$ cat src/rtl/fifo_arb_pkg.sv
// rtl/fifo_arb_pkg.sv - shared types and constants for the FIFO write arbiter
package fifo_arb_pkg;

  typedef enum logic [0:0] {
    ST_IDLE  = 1'b0,
    ST_BURST = 1'b1
  } arb_state_e;

  localparam int STATS_W = 16;

  function automatic int ptr_width(input int n);
    return (n > 1) ? $clog2(n) : 1;
  endfunction

endpackage

$ cat src/rtl/rr_picker.sv
// rtl/rr_picker.sv - combinational round-robin search upward from rr_ptr with wrap
module rr_picker #(
  parameter int NUM_REQ = 4,
  parameter int PTR_W   = 2
) (
  input  logic [NUM_REQ-1:0] req,
  input  logic [PTR_W-1:0]   rr_ptr,
  output logic [PTR_W-1:0]   winner,
  output logic               any_valid
);

  logic [PTR_W:0]   sum;
  logic [PTR_W-1:0] idx;

  // Scan from the farthest offset down so the closest requester to rr_ptr is assigned last.
  always_comb begin
    winner    = '0;
    any_valid = |req;
    sum       = '0;
    idx       = '0;
    for (int i = NUM_REQ - 1; i >= 0; i--) begin
      sum = {1'b0, rr_ptr} + (PTR_W + 1)'(i);
      if (sum >= (PTR_W + 1)'(NUM_REQ)) sum = sum - (PTR_W + 1)'(NUM_REQ);
      idx = sum[PTR_W-1:0];
      if (req[idx]) winner = idx;
    end
  end

endmodule

$ cat src/rtl/fifo_wr_arbiter.sv
// rtl/fifo_wr_arbiter.sv - round-robin burst arbiter feeding one shared FIFO write port
// Optional per-requester beat counters enabled by FIFO_ARB_STATS_EN.
module fifo_wr_arbiter
  import fifo_arb_pkg::*;
#(
  parameter int  NUM_REQ = 4,
  parameter int  WIDTH   = 8,
  parameter type DTYPE   = logic [WIDTH-1:0],
  localparam int PTR_W   = ptr_width(NUM_REQ)
) (
  input  logic               clk,
  input  logic               rst_n,
  input  logic [NUM_REQ-1:0] req_valid,
  input  logic [NUM_REQ-1:0] req_last,
  input  DTYPE               req_data [NUM_REQ],
  output logic [NUM_REQ-1:0] req_ready,
  output logic               fifo_wen,
  output DTYPE               fifo_data_in,
  input  logic               fifo_full,
  output logic [PTR_W-1:0]   grant_id,
  output logic               busy
`ifdef FIFO_ARB_STATS_EN
  ,
  output logic [STATS_W-1:0] beat_count [NUM_REQ]
`endif
);

  arb_state_e       state;
  logic [PTR_W-1:0] owner;
  logic [PTR_W-1:0] rr_ptr;
  logic [PTR_W-1:0] winner;
  logic             any_valid;

  rr_picker #(
    .NUM_REQ (NUM_REQ),
    .PTR_W   (PTR_W)
  ) u_picker (
    .req       (req_valid),
    .rr_ptr    (rr_ptr),
    .winner    (winner),
    .any_valid (any_valid)
  );

  always_ff @(posedge clk or negedge rst_n) begin
    if (!rst_n) begin
      state  <= ST_IDLE;
      owner  <= '0;
      rr_ptr <= '0;
    end else begin
      case (state)
        ST_IDLE: begin
          if (any_valid) begin
            state  <= ST_BURST;
            owner  <= winner;
            rr_ptr <= (winner == PTR_W'(NUM_REQ - 1)) ? '0 : winner + 1'b1;
          end
        end
        ST_BURST: begin
          if (fifo_wen && req_last[owner]) state <= ST_IDLE;
        end
        default: state <= ST_IDLE;
      endcase
    end
  end

  assign busy         = (state == ST_BURST);
  assign grant_id     = owner;
  assign fifo_wen     = busy & req_valid[owner] & ~fifo_full;
  assign fifo_data_in = req_data[owner];

  always_comb begin
    req_ready = '0;
    if (busy) req_ready[owner] = ~fifo_full;
  end

`ifdef FIFO_ARB_STATS_EN
  always_ff @(posedge clk or negedge rst_n) begin
    if (!rst_n) begin
      for (int i = 0; i < NUM_REQ; i++) beat_count[i] <= '0;
    end else begin
      for (int i = 0; i < NUM_REQ; i++) begin
        if (fifo_wen && owner == PTR_W'(i) && beat_count[i] != '1)
          beat_count[i] <= beat_count[i] + 1'b1;
      end
    end
  end
`endif

endmodule

$ cat config.mk
export PLATFORM = sky130hd
export DESIGN_NAME = fifo_wr_arbiter
export DESIGN_NICKNAME = d
export VERILOG_FILES = /design/src/rtl/fifo_arb_pkg.sv /design/src/rtl/rr_picker.sv /design/src/rtl/fifo_wr_arbiter.sv
export SDC_FILE = /design/constraint.sdc
export NUM_CORES = 1
export LEC_CHECK = 0
export BUFFER_PORTS_ARGS = -buffer_cell sky130_fd_sc_hd__buf_2
export CAP_MARGIN = 20
export CORE_UTILIZATION = 35
export DETAILED_ROUTE_END_ITERATION = 16
export PLACE_DENSITY = 0.85
export SETUP_SLACK_MARGIN = 0.1
export SLEW_MARGIN = 0
export SYNTH_ARGS = -nofsm -noshare
export SYNTH_HDL_FRONTEND = slang
export SYNTH_SLANG_ARGS = --single-unit
$ cat constraint.sdc
create_clock -name clk -period 1.8 [get_ports clk]
set_clock_uncertainty 0.2 [all_clocks]
set_input_delay 0.27 -clock clk [delete_from_list [all_inputs] [get_ports clk]]
set_output_delay 0.27 -clock clk [all_outputs]
set_load 0.02 [all_outputs]
==> parameters.txt, run 1 <==
Parameter                              Value

Floorplanning
  Horiz. Die Dim ... about 43 um
  Core region area ... ~1500 sq um
  Starting density of the core ... 37.99%
  Chip height ... 42.90 um
  Num rows ... 14
  I/O pin count ... slightly below 60
  Die area ... roughly 1800 sq um

Synth
  Fraction of registers with async set or reset after synthesis ... 100.0%
  Number of instances in the synthesized netlist ... between 50 and 60
  Library cells used by synthesis ... 26
  Most used DFF post-synth ... sky130_fd_sc_hd__dfrtp_1
  Synth area leader ... sky130_fd_sc_hd__mux4_2
  Sequential fraction of the synthesis area ... between 20% and 30%
  Total nets after synthesis ... 99
  Register bit total from synthesis ... 5
  Cell types with the largest area share after synthesis ... sky130_fd_sc_hd__mux4_2, sky130_fd_sc_hd__dfrtp_1, sky130_fd_sc_hd__inv_1
  Syn Std Cell Area ... roughly 600 sq um
  EDFF count, synth ... 0
  Synthesis Warnings ... 0
  Average footprint of a synthesized cell ... 10.46 sq um
  Share of the synthesized area in the top cell type ... between 30% and 40%

Clocking
  Root buf cell ... sky130_fd_sc_hd__clkbuf_4
  Buffer depth of the longest clock path ... 2
  H-tree depth ... 1
  Clock network latency to the later pin of the worst-skew pair ... ~0.25 ns
  Clock Pin Slew Worst Setup and Hold Paths ... about 0.04 ns
  TritonCTS clock tree ... built
  Clock buffers created by TritonCTS ... 3
  Number of clock sinks ... 5

Critical path
  CP endpoint ... fifo_data_in[2]
  Kind of start point of the critical path ... flop
  Worst Reg-to-Reg Cells ... 5
  Worst R2R Start ... grant_id[0]
  Crit path launch ... grant_id[0]
  Worst Path Class, Setup ... flop to output port
  Largest fanout on the critical path ... 7
  Capture point of the worst reg-to-reg path ... busy
  Setup slack of the worst register-to-register path ... 0.01 ns
  Type of destination of the critical path ... output port
  Data required time at the worst endpoint ... 1.33 ns
  Crit path arrival time ... between 1.5 and 2 ns

Cells and area
  Top library cells by usage in the layout, fill and taps aside ... sky130_fd_sc_hd__buf_2, sky130_fd_sc_hd__buf_6, sky130_fd_sc_hd__mux4_2
  Layout cell share with drive strength beyond 1 ... between 70% and 80%
  Utilization of the core after routing ... around three quarters
  Most frequent standard cell in the layout excluding fill and tap cells ... sky130_fd_sc_hd__buf_2
  Final nets ... 171
  Post-layout instance area ... 1151 sq um
  Inserted Diodes ... 0
  Layout filler cell count ... approximately 110
  Area growth from synthesis to final layout ... 96.58%

Power
  Net switching power ... 0.7995 mW
  Combinational Power Share ... between 70% and 80%
  Sequential fraction of design power ... between 10 and 15%
  Switching power share of the total ... between 40% and 50%
  Maximum ir drop on the vdd rail ... around 0.8 mV
  Power density over the cells ... around 1600 nW/um^2
  Clock share of power ... under 10%
  Leakage power ... approximately 0.58 nW
  Internal power of the cells ... between 0.9 and 1 mW

Route
  Per-cell routed wire length ... 20.82 um
  Number of remaining DRC errors ... 0
  Aggregate routed wire length ... approximately 3.0 mm
  Antenna-violating nets left ... 0
  DR vias/cell ... around 6
  Length of the first detailed-routing pass in iterations ... 4
  Routed vias ... approximately 840
  Iteration-0 DRC Markers ... 27

Placement
  # port buffers ... 58
  Placement Cell Area ... about 930 sq um
  Gp weighted congestion ... just under 0.9
  Post-detailed-placement half-perimeter wirelength ... 1.609 mm

STA
  Timing-limited maximum frequency ... about 500 MHz
  Final hold violation count ... 0
  Final critical-path share of the clock period ... 110.1%
  Final Slew Violations ... 0
  Setup WS post-layout ... -0.1815 ns
  Setup repair after global routing missed its margin ... yes
  Least-Margin Pin Slew ... ~0.37 ns
  Post-layout minimum cycle time ... roughly 2 ns
  Setup violation total in the final timing report ... 11
  Worst slew margin relative to its limit ... between 70% and 80%

Global route
  Wire length of the first global-routing pass ... between 3 and 4 mm
  Total track usage ... 29.12%
  Remaining global-route overflow ... 0
  Pin count of the biggest net entering global routing ... 9
  Vias in the first global route ... about 780
  Antenna violations before repair ... 0

Hold path
  HP Class ... primary input to asynchronous set/reset pin

Run status
  Violations in the final reports ... setup timing
  Result of the run ... finished with violations

Job
  Max-cap violations ... 0
[repair_timing]
item,4_1_cts,5_1_grt
buffers inserted,8,0
pin swaps,5,1
gates resized for setup,27,8
hold endpoints to repair,5,0
gates cloned,0,0
hold buffers,1,0
endpoints found under the setup margin,13,14
[worst max-delay path: stages, from the launching register on]
cell and delay [ns]:
sky130_fd_sc_hd__dfrtp_2 0.41, sky130_fd_sc_hd__buf_12 0.15, sky130_fd_sc_hd__mux4_2 0.54, sky130_fd_sc_hd__buf_6 0.16
[layout make-up]
class                   count  area, sq um  area share [%]
well taps                  16        20.02           1.739
clock buffers               4        26.28           2.283
inverters                   5        18.77           1.630
multi-input cells          42        478.0           41.52
repair buffers             71        480.5           41.74
flip-flops and latches      5        127.6           11.09
[state kept, by name (all words and copies together), names as in the netlist]
register / count
busy: 1
rr_ptr: 2
grant_id: 2
[cell usage after synthesis (2+ instances only)]
cell type and n:
sky130_fd_sc_hd__a21oi_1 3, sky130_fd_sc_hd__o21ai_0 2, sky130_fd_sc_hd__nor2_1 5, sky130_fd_sc_hd__nand2_1 4, sky130_fd_sc_hd__inv_1 5, sky130_fd_sc_hd__clkbuf_1 2
sky130_fd_sc_hd__a21o_1 2, sky130_fd_sc_hd__nor2b_1 2, sky130_fd_sc_hd__mux4_2 10, sky130_fd_sc_hd__dfrtp_1 5
[routing by layer]
| layer | track usage, % | part of all wire (%) |
|---|---|---|
| met5 | 0 | 0 |
| met4 | 13.75 | 4.9 |
| met3 | 5.532 | 6.9 |
| met2 | 48.18 | 50 |
| met1 | 36.14 | 38 |
[power groups by stage]
stage | sequential, mW | clock [mW] | combinational [mW]
final | 0.254 | 0.133 | 1.40
after global routing | 0.264 | 0.145 | 1.46
after CTS | 0.249 | 0.134 | 1.30
after detailed placement | 0.257 | 0 | 0.990
after global placement | 0.247 | 0 | 0.960
after floorplan | 0.252 | 0 | 0.700
[worst min path at each step]
stage / to / slack, ns
floorplan: busy / -0.23
global placement: grant_id[1] / -0.11
detailed placement: busy / -0.11
CTS: rr_ptr[1] / 0.17
global route: rr_ptr[0] / 0.21
finish: grant_id[0] / 0.19
[logic make-up (layout without fill, tap and decap cells)]
| kind of cell | Yosys count | count (layout) | synth area share, % |
|---|---|---|---|
| AOI/OAI and AO/OA | 16 | 16 | 18.81 |
| and+or+nand+nor | 16 | 16 | 14.10 |
| muxes | 10 | 10 | 38.46 |
| buffers and inverters | 9 | 80 | 7.265 |
| DFF | 5 | 5 | 21.37 |
[through the flow]
step	worst slack (ns)	instances	hold slack (ns)	power [mW]	TNS, ns
floorplan	0.06234	56	-0.2256	0.9518	0
global placement	0.1309	130	-0.1142	1.207	0
detailed placement	0.08686	130	-0.1136	1.247	0
CTS	-0.1492	143	0.1721	1.680	-1.283
global route	-0.2140	143	0.2121	1.868	-2.021
finish	-0.1815	143	0.1872	1.785	-1.477
No activity file was read; power rests on OpenSTA's default activity.
==> run 2: changes to the inputs <==
Settings changed: RECOVER_POWER set to 25.
==> run 2 against run 1 <==
Compared with the run above: the flow still finishes with violations (setup timing); clock-buffer cell count did not move; core utilization fell by 0.081 points; cell area fell by 0.11%; non-clock buffer count did not move; flip-flop and latch count did not move; maximum frequency barely moved; register-to-register slack barely moved; global-route usage did not move; sequential share of layout area barely moved; final cell count did not move; critical path depth did not move; critical path type unchanged; critical endpoint unchanged.
==> parameters.txt, run 2 (synthesis results as in run 1) <==
Parameter                              Value

Critical path
  Type of destination of the critical path ... output port
  Crit path arrival time ... 1.51 ns (about the same)
  Data required time at the worst endpoint ... 1.33 ns (about the same)
  Max stage delay cell, worst path ... sky130_fd_sc_hd__mux4_2
  Kind of start point of the critical path ... flop
  Worst Path Class, Setup ... flop to output port
  CP peak stage delay ... 0.54 ns (about the same)
  Largest fanout on the critical path ... 7 (unchanged)
  Cell chain of the critical path ... buf_12 > mux4_2 > buf_6

Clocking
  Buffer depth of the longest clock path ... 2 (unchanged)
  Number of clock sinks ... 5 (unchanged)
  Clock buffers created by TritonCTS ... 3 (unchanged)
  Clock Pin Slew Worst Setup and Hold Paths ... 0.04 ns (about the same)
  Clock network latency to the later pin of the worst-skew pair ... 0.25 ns (about the same)
  Root buf cell ... sky130_fd_sc_hd__clkbuf_4
  H-tree depth ... 1 (unchanged)
  TritonCTS clock tree ... built

Floorplanning
  Num rows ... 14 (unchanged)
  Chip height ... 42.90 um (unchanged)
  Core region area ... 1541 sq um (unchanged)
  Die area ... 1840 sq um (unchanged)
  Starting density of the core ... 37.99% (unchanged)
  I/O pin count ... 59 (unchanged)
  Horiz. Die Dim ... 42.90 um (unchanged)

Cells and area
  Layout cell share with drive strength beyond 1 ... 74.02% (-0.79 points)
  Area growth from synthesis to final layout ... 96.37%
  Cell Count, Final, Fillers Out ... 143 (unchanged)
  Most frequent standard cell in the layout excluding fill and tap cells ... sky130_fd_sc_hd__buf_2
  Final nets ... 171 (unchanged)
  Post-layout instance area ... 1150 sq um (-0.11%)
  Top library cells by usage in the layout, fill and taps aside ... sky130_fd_sc_hd__buf_2, sky130_fd_sc_hd__buf_6, sky130_fd_sc_hd__mux4_2
  Inserted Diodes ... 0 (unchanged)

STA
  Post-layout minimum cycle time ... 1.981 ns (-0.00003600 ns)
  Setup repair after global routing missed its margin ... yes
  Least-Margin Pin Slew ... 0.3716 ns (+0.0000009537 ns)
  Setup WS post-layout ... -0.1814 ns (+0.00003600 ns)
  Worst slew margin relative to its limit ... 75.08% (unchanged)
  Setup violation total in the final timing report ... 11 (unchanged)
  TNS Setup ... -1.476 ns (+0.0003900 ns)
  Final Slew Violations ... 0 (unchanged)
  Final critical-path share of the clock period ... 110.1% (about the same)
  Final hold violation count ... 0 (unchanged)
  Timing-limited maximum frequency ... 504.7 MHz (about the same)

Job
  Max-cap violations ... 0 (unchanged)

Global route
  Remaining global-route overflow ... 0 (unchanged)
  Antenna violations before repair ... 0 (unchanged)
  Wire length of the first global-routing pass ... 3.870 mm (unchanged)
  Pin count of the biggest net entering global routing ... 9 (unchanged)
  Total track usage ... 29.12% (unchanged)
  Vias in the first global route ... 784 (unchanged)

Placement
  Gp weighted congestion ... 0.8848 (unchanged)
  Post-detailed-placement half-perimeter wirelength ... 1.609 mm (unchanged)
  Placement Cell Area ... 930.9 sq um (unchanged)
  # port buffers ... 58 (unchanged)
  Placed Cells incl. Taps ... 130 (unchanged)
  Setup WS pre-CTS ... 0.08686 ns (unchanged)

Power
  Clock share of power ... 7.5% (about the same)
  Sequential fraction of design power ... 14.3% (about the same)
  Maximum ir drop on the vdd rail ... 0.7800 mV (about the same)
  Internal power of the cells ... 0.9851 mW (about the same)
  Switching power share of the total ... 44.80% (about the same)
  Net switching power ... 0.7994 mW (about the same)
  Power density over the cells ... 1552 nW/um^2 (about the same)
  Combinational Power Share ... 78.3% (about the same)
  Leakage power ... 0.5752 nW (-0.48%)

Run status
  Violations in the final reports ... setup timing
  Result of the run ... finished with violations

Route
  Length of the first detailed-routing pass in iterations ... 4 (unchanged)
  Iteration-0 DRC Markers ... 28 (+3.7%)
  DR vias/cell ... 5.839 (unchanged)
  Number of remaining DRC errors ... 0 (unchanged)
  Aggregate routed wire length ... 2.976 mm (about the same)
  Antenna-violating nets left ... 0 (unchanged)
  Per-cell routed wire length ... 20.81 um (about the same)
  Routed vias ... 835 (unchanged)

Hold path
  HP Class ... primary input to flop
==> run 2: final timing paths <==
| kind | depth (start not counted) | start | endpoint | slack [ns] |
|---|---|---|---|---|
| min in group asynchronous | 2 | rst_n | grant_id[0] | 0.22 |
| setup reg to reg | 5 | grant_id[0] | busy | 0.01 |
| max in group asynchronous | 2 | rst_n | grant_id[1] | 0.96 |
| hold reg to reg | 1 | grant_id[0] | grant_id[0] | 0.37 |
| setup / recovery | 3 | grant_id[0] | fifo_data_in[2] | -0.18 |
| hold / removal | 3 | req_valid[2] | rr_ptr[1] | 0.21 |
==> run 2: area by class of cell <==
cell class              count  area, sq um
fillers                   107        391.6
well taps                  16        20.02
repair buffers             71        479.2
multi-input cells          42        478.0
clock buffers               4        26.28
inverters                   5        18.77
flip-flops and latches      5        127.6
==> run 2: repair_timing <==
item / CTS / global route
pin swaps: 5 / 1
cloned: 0 / 0
setup buffers: 8 / 0
endpoints found under the hold margin: 5 / 0
endpoints found under the setup margin: 13 / 14
gates resized for setup: 27 / 8
hold buffers: 1 / 0
==> run 2: power groups by stage <==
stage | clock network [mW] | logic [mW] | registers [mW]
finish | 0.133 | 1.40 | 0.254
global route | 0.145 | 1.46 | 0.264
CTS | 0.134 | 1.30 | 0.249
detailed placement | 0 | 0.990 | 0.257
global placement | 0 | 0.960 | 0.247
floorplan | 0 | 0.700 | 0.252
==> run 2: per-layer routing <==
metal / wire length, um / track usage (%) / part of all wire [%] / vias to the layer above
li1: - / - / - / 365
met1: 1138 / 36.14 / 38 / 403
met2: 1485 / 48.18 / 50 / 55
met3: 206 / 5.532 / 6.9 / 12
met4: 146 / 13.75 / 4.9 / 0
met5: 0 / 0 / 0 / -
==> run 2: per-stage QoR <==
| stage | util (%) | hold WS [ns] | total power [mW] |
|---|---|---|---|
| after floorplan | - | -0.2256 | 0.9518 |
| final | 74.59 | 0.2112 | 1.784 |
| after global routing | 74.59 | 0.2342 | 1.867 |
| after CTS | 72.81 | 0.1721 | 1.680 |
| after global placement | 60.39 | -0.1142 | 1.207 |
| after detailed placement | 60.39 | -0.1136 | 1.247 |
==> run 2: worst max-delay path, delay by kind of cell, from the launching register on <==
family,cells,cell delay [ns]
DFF,1,0.41
muxes,1,0.54
buffers and inverters,2,0.31
==> run 3: changes to the inputs <==
Settings changed: SKIP_CTS_REPAIR_TIMING set to 1.
==> run 3 against run 2 <==
Compared with the run above: the flow still finishes with violations (setup timing); critical path depth is the same; worst setup slack gained 0.0013 ns; global-route usage shrank 7.4 points; via count shrank 6.5%; register-to-register slack is essentially flat; die area is the same; sequential power shrank 4%; clock-buffer cell count is the same; power shrank 9.4%.
==> parameters.txt, run 3 (synthesis results as in run 1) <==
Parameter                              Value

STA
  Worst slew margin relative to its limit ... 76.16% (+1.1 points)
  Post-layout minimum cycle time ... 1.980 ns (-0.001278 ns)
  Least-Margin Pin Slew ... 0.3555 ns (-0.01614 ns)
  TNS Setup ... -1.420 ns (+0.05654 ns)
  Worst-case hold slack ... 0.2069 ns (-0.004321 ns)
  Setup WS post-layout ... -0.1802 ns (+0.001278 ns)
  Setup violation total in the final timing report ... 11 (unchanged)
  Timing-limited maximum frequency ... 505.0 MHz (about the same)
  Final hold violation count ... 0 (unchanged)
  Final critical-path share of the clock period ... 110.0% (about the same)
  Final Slew Violations ... 0 (unchanged)
  Setup repair after global routing missed its margin ... yes

Placement
  Gp weighted congestion ... 0.8848 (unchanged)
  Setup WS pre-CTS ... 0.08686 ns (unchanged)
  # port buffers ... 58 (unchanged)
  Post-detailed-placement half-perimeter wirelength ... 1.609 mm (unchanged)

Global route
  Wire length of the first global-routing pass ... 2.987 mm (-23%)
  Antenna violations before repair ... 0 (unchanged)
  Global-route met3 utilization ... 3.830% (-1.7 points)
  Met2 usage in global routing ... 38.79% (-9.4 points)
  Vias in the first global route ... 679 (-13%)
  Remaining global-route overflow ... 0 (unchanged)
  Total track usage ... 21.75% (-7.4 points)
  Pin count of the biggest net entering global routing ... 12 (+3)
  Routing layer with the top usage in global route ... met2
  Met1 GRT Util ... 25.07% (-11 points)

Power
  Internal power of the cells ... 0.8982 mW (-8.8%)
  Clock share of power ... 8.0% (+0.5 points)
  Power density over the cells ... 1490 nW/um^2 (-4.0%)
  Combinational Power Share ... 76.9% (-1.4 points)
  Sequential fraction of design power ... 15.2% (+0.9 points)
  Leakage power ... 0.5466 nW (-5.0%)
  Maximum ir drop on the vdd rail ... 0.7764 mV (-0.47%)
  Net switching power ... 0.7178 mW (-10%)
  Switching power share of the total ... 44.42% (-0.38 points)

Critical path
  CP peak stage delay ... 0.51 ns (-0.03 ns)
  Crit path launch ... grant_id[0]
  Cell chain of the critical path ... buf_12 > mux4_2 > buf_2
  Kind of start point of the critical path ... flop
  Crit path arrival time ... 1.51 ns (about the same)
  Data required time at the worst endpoint ... 1.33 ns (about the same)
  Largest fanout on the critical path ... 6 (-1)
  Max stage delay cell, worst path ... sky130_fd_sc_hd__mux4_2
  Type of destination of the critical path ... output port
  Critical path buffer and inverter count ... 2 (unchanged)
  Worst R2R Start ... grant_id[0]
  Worst Path Class, Setup ... flop to output port
  Critical path's top delay family ... multiplexers

Clocking
  H-tree depth ... 1 (unchanged)
  Clock network latency to the later pin of the worst-skew pair ... 0.24 ns (about the same)
  Clock buffers created by TritonCTS ... 3 (unchanged)
  Root buf cell ... sky130_fd_sc_hd__clkbuf_4
  Buffer depth of the longest clock path ... 2 (unchanged)
  Number of clock sinks ... 5 (unchanged)
  TritonCTS clock tree ... built
  Clock Pin Slew Worst Setup and Hold Paths ... 0.04 ns (about the same)

Cells and area
  Most frequent standard cell in the layout excluding fill and tap cells ... sky130_fd_sc_hd__buf_2
  Storage element area ... 127.6 sq um (unchanged)
  Layout cell share with drive strength beyond 1 ... 70.73% (-3.3 points)
  Layout filler cell count ... 115 (+7.5%)
  Final nets ... 167 (-2.3%)
  Top library cells by usage in the layout, fill and taps aside ... sky130_fd_sc_hd__buf_2, sky130_fd_sc_hd__mux4_2, sky130_fd_sc_hd__buf_4
  Area growth from synthesis to final layout ... 85.26%
  Inserted Diodes ... 0 (unchanged)
  Total area of multi-input combinational cells ... 460.4 sq um (-3.7%)

Route
  Routed vias ... 781 (-6.5%)
  Antenna-violating nets left ... 0 (unchanged)
  Per-cell routed wire length ... 17.06 um (-18%)
  Number of remaining DRC errors ... 0 (unchanged)
  Iteration-0 DRC Markers ... 17 (-39%)
  Aggregate routed wire length ... 2.371 mm (-20%)
  DR vias/cell ... 5.619 (-3.8%)
  Length of the first detailed-routing pass in iterations ... 4 (unchanged)

Floorplanning
  Horiz. Die Dim ... 42.90 um (unchanged)
  Chip height ... 42.90 um (unchanged)
  Core region area ... 1541 sq um (unchanged)
  Die area ... 1840 sq um (unchanged)
  I/O pin count ... 59 (unchanged)
  Starting density of the core ... 37.99% (unchanged)
  Num rows ... 14 (unchanged)

Run status
  Result of the run ... finished with violations
  Violations in the final reports ... setup timing

Job
  Max-cap violations ... 0 (unchanged)

Hold path
  HP Class ... primary input to asynchronous set/reset pin
run 3: metal layers:
metal  part of all wire (%)  wire length (um)
met1                     32               757
met2                     56              1324
met3                     11               252
met4                    1.5                36
met5                      0                 0
run 3: area by class of cell:
| class | count | share of cell area (%) |
|---|---|---|
| clock buffers | 4 | 2.422 |
| inverters | 5 | 1.730 |
| multi-input cells | 42 | 42.45 |
| flip-flops and latches | 5 | 11.76 |
| well taps | 16 | 1.845 |
| repair buffers | 67 | 39.79 |
run 3: path summary, 6_finish.rpt:
path                                    to  slack, ns  cells past startpoint
max                        fifo_data_in[2]      -0.18                      3
min                            grant_id[1]       0.21                      2
max reg2reg                           busy       0.01                      5
min reg2reg                    grant_id[0]       0.38                      1
max in group asynchronous      grant_id[0]       0.97                      2
min in group clk                 rr_ptr[1]       0.22                      3
run 3: power by group through the flow:
stage / clock network (mW) / registers (mW) / logic [mW]
2_1_floorplan: 0 / 0.252 / 0.700
3_3_place_gp: 0 / 0.247 / 0.960
3_5_place_dp: 0 / 0.257 / 0.990
4_1_cts: 0.134 / 0.256 / 0.991
5_1_grt: 0.145 / 0.253 / 1.31
6_report: 0.129 / 0.245 / 1.24
run 3: per-stage QoR:
stage	cells	util, %	area [sq um]	power (mW)
5_1_grt	139	70.37	1085	1.705
2_1_floorplan	56	-	613.1	0.9518
3_3_place_gp	130	60.39	930.9	1.207
3_5_place_dp	130	60.39	930.9	1.247
4_1_cts	134	62.09	957.2	1.381
6_report	139	70.37	1085	1.616
